$ cat src/rtl/rx_cmd_pkg.sv
// Shared definitions for the UART command-frame parser: opcodes, FSM encoding
// and the fixed register-file addresses used for ALU operands.
package rx_cmd_pkg;

    localparam logic [7:0] CMD_RF_WR   = 8'hAA;
    localparam logic [7:0] CMD_RF_RD   = 8'hBB;
    localparam logic [7:0] CMD_ALU_OP  = 8'hCC;
    localparam logic [7:0] CMD_ALU_NOP = 8'hDD;

    localparam int OPA_ADDR = 0;
    localparam int OPB_ADDR = 1;

    typedef enum logic [2:0] {
        IDLE    = 3'd0,
        WR_ADDR = 3'd1,
        WR_DATA = 3'd2,
        RD_ADDR = 3'd3,
        OPA     = 3'd4,
        OPB     = 3'd5,
        FUN     = 3'd6
    } state_e;

endpackage

$ cat src/rtl/rx_frame_timer.sv
// Inter-byte idle counter; flags expiry so the parser's registered
// Frame_error lands TIMEOUT_CYC cycles after the last accepted byte.
module rx_frame_timer #(
    parameter int TIMEOUT_CYC = 2000
) (
    input  logic clk_i,
    input  logic rst_i,
    input  logic clr_i,
    output logic expired_o
);
    localparam int TW = $clog2(TIMEOUT_CYC + 1);

    logic [TW-1:0] cnt_q, cnt_d;

    // saturating count; never wraps back to a small value
    always_comb begin
        cnt_d = cnt_q;
        if (clr_i)
            cnt_d = '0;
        else if (cnt_q != TW'(TIMEOUT_CYC))
            cnt_d = cnt_q + TW'(1);
    end

    always_ff @(posedge clk_i or posedge rst_i) begin
        if (rst_i) cnt_q <= '0;
        else       cnt_q <= cnt_d;
    end

    assign expired_o = !clr_i && (cnt_d >= TW'(TIMEOUT_CYC - 1));

endmodule

$ cat src/rtl/rx_cmd_parser.sv
// Command-frame parser behind the UART receiver; issues RF/ALU strobes.
// Optional inter-byte timeout enabled by defining RX_CMD_TIMEOUT_EN.
module rx_cmd_parser
    import rx_cmd_pkg::*;
#(
    parameter int ADDR_W      = 4,
    parameter int TIMEOUT_CYC = 2000
) (
    input  logic              CLK,
    input  logic              Reset,
    input  logic [7:0]        Rx_P_Data,
    input  logic              Rx_Data_valid,
    input  logic              Rx_Parity_error,
    input  logic              Rx_stop_error,
    output logic              RF_WrEn,
    output logic              RF_RdEn,
    output logic [ADDR_W-1:0] RF_Address,
    output logic [7:0]        RF_WrData,
    output logic              ALU_EN,
    output logic [3:0]        ALU_FUN,
    output logic              Frame_error,
    output logic              Busy
);
    state_e            state_q, state_d;
    logic              err_q;
    logic [ADDR_W-1:0] addr_q, addr_d;
    logic              wr_en_d, rd_en_d, alu_en_d, frame_err_d;
    logic [ADDR_W-1:0] rf_addr_d;
    logic [7:0]        wr_data_d;
    logic [3:0]        alu_fun_d;

    logic err_rise, byte_ok, idle, bad_op, timeout;

    assign err_rise = (Rx_Parity_error | Rx_stop_error) & ~err_q;
    assign byte_ok  = Rx_Data_valid & ~err_rise;
    assign idle     = (state_q == IDLE);
    assign bad_op   = !(Rx_P_Data inside {CMD_RF_WR, CMD_RF_RD, CMD_ALU_OP, CMD_ALU_NOP});

`ifdef RX_CMD_TIMEOUT_EN
    rx_frame_timer #(.TIMEOUT_CYC(TIMEOUT_CYC)) u_timer (
        .clk_i     (CLK),
        .rst_i     (Reset),
        .clr_i     (Rx_Data_valid | idle),
        .expired_o (timeout)
    );
`else
    assign timeout = 1'b0;
`endif

    always_ff @(posedge CLK or posedge Reset) begin
        if (Reset) begin
            state_q <= IDLE;
            err_q   <= 1'b0;
        end else begin
            state_q <= state_d;
            err_q   <= Rx_Parity_error | Rx_stop_error;
        end
    end

    // a receiver error edge wins over a byte arriving in the same cycle
    always_comb begin
        state_d = state_q;
        if (err_rise || timeout) begin
            state_d = IDLE;
        end else if (Rx_Data_valid) begin
            unique case (state_q)
                IDLE: begin
                    case (Rx_P_Data)
                        CMD_RF_WR:   state_d = WR_ADDR;
                        CMD_RF_RD:   state_d = RD_ADDR;
                        CMD_ALU_OP:  state_d = OPA;
                        CMD_ALU_NOP: state_d = FUN;
                        default:     state_d = IDLE;
                    endcase
                end
                WR_ADDR: state_d = WR_DATA;
                WR_DATA: state_d = IDLE;
                RD_ADDR: state_d = IDLE;
                OPA:     state_d = OPB;
                OPB:     state_d = FUN;
                FUN:     state_d = IDLE;
                default: state_d = IDLE;
            endcase
        end
    end

    always_comb begin
        addr_d      = addr_q;
        wr_en_d     = 1'b0;
        rd_en_d     = 1'b0;
        alu_en_d    = 1'b0;
        rf_addr_d   = RF_Address;
        wr_data_d   = RF_WrData;
        alu_fun_d   = ALU_FUN;
        frame_err_d = err_rise | timeout | (byte_ok & idle & bad_op);
        if (byte_ok) begin
            case (state_q)
                WR_ADDR: addr_d = Rx_P_Data[ADDR_W-1:0];
                WR_DATA: begin
                    wr_en_d   = 1'b1;
                    rf_addr_d = addr_q;
                    wr_data_d = Rx_P_Data;
                end
                RD_ADDR: begin
                    rd_en_d   = 1'b1;
                    rf_addr_d = Rx_P_Data[ADDR_W-1:0];
                end
                OPA: begin
                    wr_en_d   = 1'b1;
                    rf_addr_d = ADDR_W'(OPA_ADDR);
                    wr_data_d = Rx_P_Data;
                end
                OPB: begin
                    wr_en_d   = 1'b1;
                    rf_addr_d = ADDR_W'(OPB_ADDR);
                    wr_data_d = Rx_P_Data;
                end
                FUN: begin
                    alu_en_d  = 1'b1;
                    alu_fun_d = Rx_P_Data[3:0];
                end
                default: ;
            endcase
        end
    end

    always_ff @(posedge CLK or posedge Reset) begin
        if (Reset) begin
            addr_q      <= '0;
            RF_WrEn     <= 1'b0;
            RF_RdEn     <= 1'b0;
            ALU_EN      <= 1'b0;
            Frame_error <= 1'b0;
            Busy        <= 1'b0;
            RF_Address  <= '0;
            RF_WrData   <= '0;
            ALU_FUN     <= '0;
        end else begin
            addr_q      <= addr_d;
            RF_WrEn     <= wr_en_d;
            RF_RdEn     <= rd_en_d;
            ALU_EN      <= alu_en_d;
            Frame_error <= frame_err_d;
            Busy        <= (state_d != IDLE);
            RF_Address  <= rf_addr_d;
            RF_WrData   <= wr_data_d;
            ALU_FUN     <= alu_fun_d;
        end
    end

endmodule

$ cat config.mk
export PLATFORM = sky130hd
export DESIGN_NAME = rx_cmd_parser
export DESIGN_NICKNAME = d
export VERILOG_FILES = /design/src/rtl/rx_cmd_pkg.sv /design/src/rtl/rx_frame_timer.sv /design/src/rtl/rx_cmd_parser.sv
export SDC_FILE = /design/constraint.sdc
export NUM_CORES = 1
export LEC_CHECK = 0
export CORE_AREA = 2 2 71 56
export DETAILED_ROUTE_END_ITERATION = 10
export DIE_AREA = 0 0 73 58
export HOLD_SLACK_MARGIN = 0.05
export PLACE_DENSITY = 0.74
export SKIP_LAST_GASP = 1
export SLEW_MARGIN = 10
export SYNTH_ARGS = -nofsm -noshare
export SYNTH_HDL_FRONTEND = slang
export SYNTH_HIERARCHICAL = 1
export SYNTH_SLANG_ARGS = --single-unit
export TNS_END_PERCENT = 50
$ cat constraint.sdc
create_clock -name CLK -period 1.71 [get_ports CLK]
set_input_delay 0.342 -clock CLK [delete_from_list [all_inputs] [get_ports CLK]]
set_output_delay 0.342 -clock CLK [all_outputs]
set_load 0.02 [all_outputs]
==> metrics <==
H-tree Lvls 2; largest fanout on the critical path 5; DRT Pass-1 Iters 4; Clock Latency Late Sink approximately 0.28 ns; worst slack, placed -0.2415 ns; initial antenna violation count 0; Worst R2R Setup Slack 0.15 ns; die area 0.004234 mm^2; n_diodes 0; PortBufs 33; RR Startpoint state_q[1]$_DFF_PP0_; Root Buffer clkbuf_8; Layout area overhead 39.02%; DP Wirelength 2.100 mm; Ys Warns 6; Design Power 2.316 mW; vias after detailed routing 972; Crit Path Class in -> reg; synth top area cells dfrtp_1, mux2_1, mux2_2, mux2_4, inv_1; final hold vios 0; core area 0.003542 mm^2; Fmax 0.6004 GHz; Peak supply drop 0.6869 mV; met3 WL post-DR 134 um; layout net count 164; CTS Sinks 29; GRT Total Usage 15.96%; vias in the first global route 999; vias per cell 5.010; slew of the pin with the lowest slew margin around 0.42 ns; Mapped Area 0.001356 mm^2; worst setup margin 0.04455 ns; drc violations 0; clock buffer depth 2; final setup fails 0; Post-CTS Setup Repair Bufs 0; dominant cell type by area after synthesis dfrtp_1; Starting Density 38.29%; min Tclk post-route between 1.5 and 2 ns; uppermost layer routed met4; Seq/Total Area, Yosys a little over half; Rows 19; first-pass GRT wire length 4.961 mm; Synth top area share 53.51%; TritonCTS Buffers 5; Final ANT Viol Nets 0; WL met2 between 1 and 1.5 mm; area of the multi-input gates 586.8 um^2; Syn Nets 120; Layout Skew 0.004334 ns; startpoint types input pin; arrival time of the worst setup path 1.83 ns; final core utilization between 50% and 60%; largest net degree at the start of global routing 30; most common cell after layout, fill and taps aside clkdlybuf4s50_1; total grt overflow 0; worst setup path startpoint Rx_stop_error; Min Hold Slack 0.3970 ns; DRT met1 WL around 1.3 mm; CTS tree yes; final period utilization 97.39%; Hold Path Class in -> reg; max cap viols 0; Worst setup EP type register; final WL approximately 2.9 mm; Seq cells post-synth 29; Leak between 0.9 and 1 nW; Rel. slew slack 72.10%; Filler cells around 300; Worst EP required approximately 1.9 ns; outcome completed; Placer Congestion 0.8550; most frequent cells in the layout clkdlybuf4s50_1, dfrtp_1, inv_1, mux2_2, mux2_1; width of the die 73 um; Initial DRC Count 60; Synth cell types 36; Syn Inst Count 107; share of cells above drive strength 1 approximately a quarter; die height 58 um; Avg WL per Cell 14.79 um; Clock Pin Slew Worst Setup and Hold Paths 0.06 ns; Hold Crit Start Rx_P_Data[2]; syn_area_per_cell approximately 13 um^2; Reg area 725.7 um^2; PwrDens 1228 mW/mm^2; Slew Limit Fails 0; I/O pin cnt 34
==> metal layers <==
metal	vias up	GRT usage, %
met5	-	0
met4	0	7.937
met3	6	5.217
met2	24	23.81
met1	478	20.87
li1	464	-
==> worst max-delay path, stage by stage <==
cell,delay (ns)
clkdlybuf4s50_1,0.46
o21bai_4,0.22
nand2_2,0.08
or3_4,0.42
mux2_4,0.31
==> where the power goes <==
part           switching (mW)  internal [mW]
Clock                   0.258          0.363
Sequential             0.0958          0.855
Combinational           0.337          0.407
Total                   0.691           1.62
==> per-stage QoR <==
step / setup TNS, ns / cell area (um^2) / std cells
3_5_place_dp: -3.784 / 1777 / 186
2_1_floorplan: 0 / 1356 / 107
3_3_place_gp: -2.915 / 1777 / 186
6_report: 0 / 1886 / 194
4_1_cts: 0 / 1878 / 194
5_1_grt: -0.02004 / 1886 / 194
==> area by class of cell <==
type | count | share of cell area [%]
tap | 42 | 2.787
sequential | 29 | 38.49
clock inverter | 1 | 0.2654
inverter | 9 | 1.792
timing repair buffer | 40 | 20.44
clock buffer | 7 | 5.109
multi-input combinational | 66 | 31.12
==> cells in the mapped netlist, drive strengths merged <==
master / instances
nand2: 6
xor2: 1
and2: 2
and4bb: 3
o21ai: 5
o2111ai: 1
buf: 3
nand2b: 3
inv: 9
dfrtp: 29
or3: 2
o22ai: 1
mux2: 20
nor3b: 1
o21bai: 1
nand4b: 1
xnor2: 1
nor3: 1
a221oi: 1
nand3b: 1
nand3: 4
nand4: 2
nor4bb: 1
o211ai: 1
or2: 1
nor2: 1
a21boi: 1
a21oi: 4
==> path summary, 6_finish.rpt <==
| path | end | depth (start not counted) |
|---|---|---|
| max reg2reg | RF_WrData[6]$_DFFE_PP0P_ | 4 |
| max | addr_q[3]$_DFFE_PP0P_ | 5 |
| max in group asynchronous | RF_Address[0]$_DFFE_PP0P_ | 3 |
| min reg2reg | RF_WrData[5]$_DFFE_PP0P_ | 1 |
| min in group asynchronous | Frame_error$_DFF_PP0_ | 3 |
| min | RF_WrData[2]$_DFFE_PP0P_ | 2 |
==> flip-flops by register name, indices dropped and copies added, names as in the netlist <==
signal,count
RF_WrEn,1
addr_q,4
RF_RdEn,1
RF_Address,4
Frame_error,1
ALU_FUN,4
Busy,1
err_q,1
state_q,3
RF_WrData,8
ALU_EN,1
==> what timing repair did <==
action / CTS / global route
endpoints found under the setup margin: 0 / 1
hold buffers: 0 / 0
gates resized for setup: 0 / 2
==> logic make-up (layout without fill, tap and decap cells) <==
family          count (synthesis)  in the layout  share of synthesized area [%]
flops                          29             29                          53.51
compound gates                 15             15                          8.580
buf+inv                        12             57                          3.597
simple gates                   29             29                          15.31
xor+xnor                        2              2                          1.292
mux                            20             20                          17.71
Power figures use the tool's default switching activity.
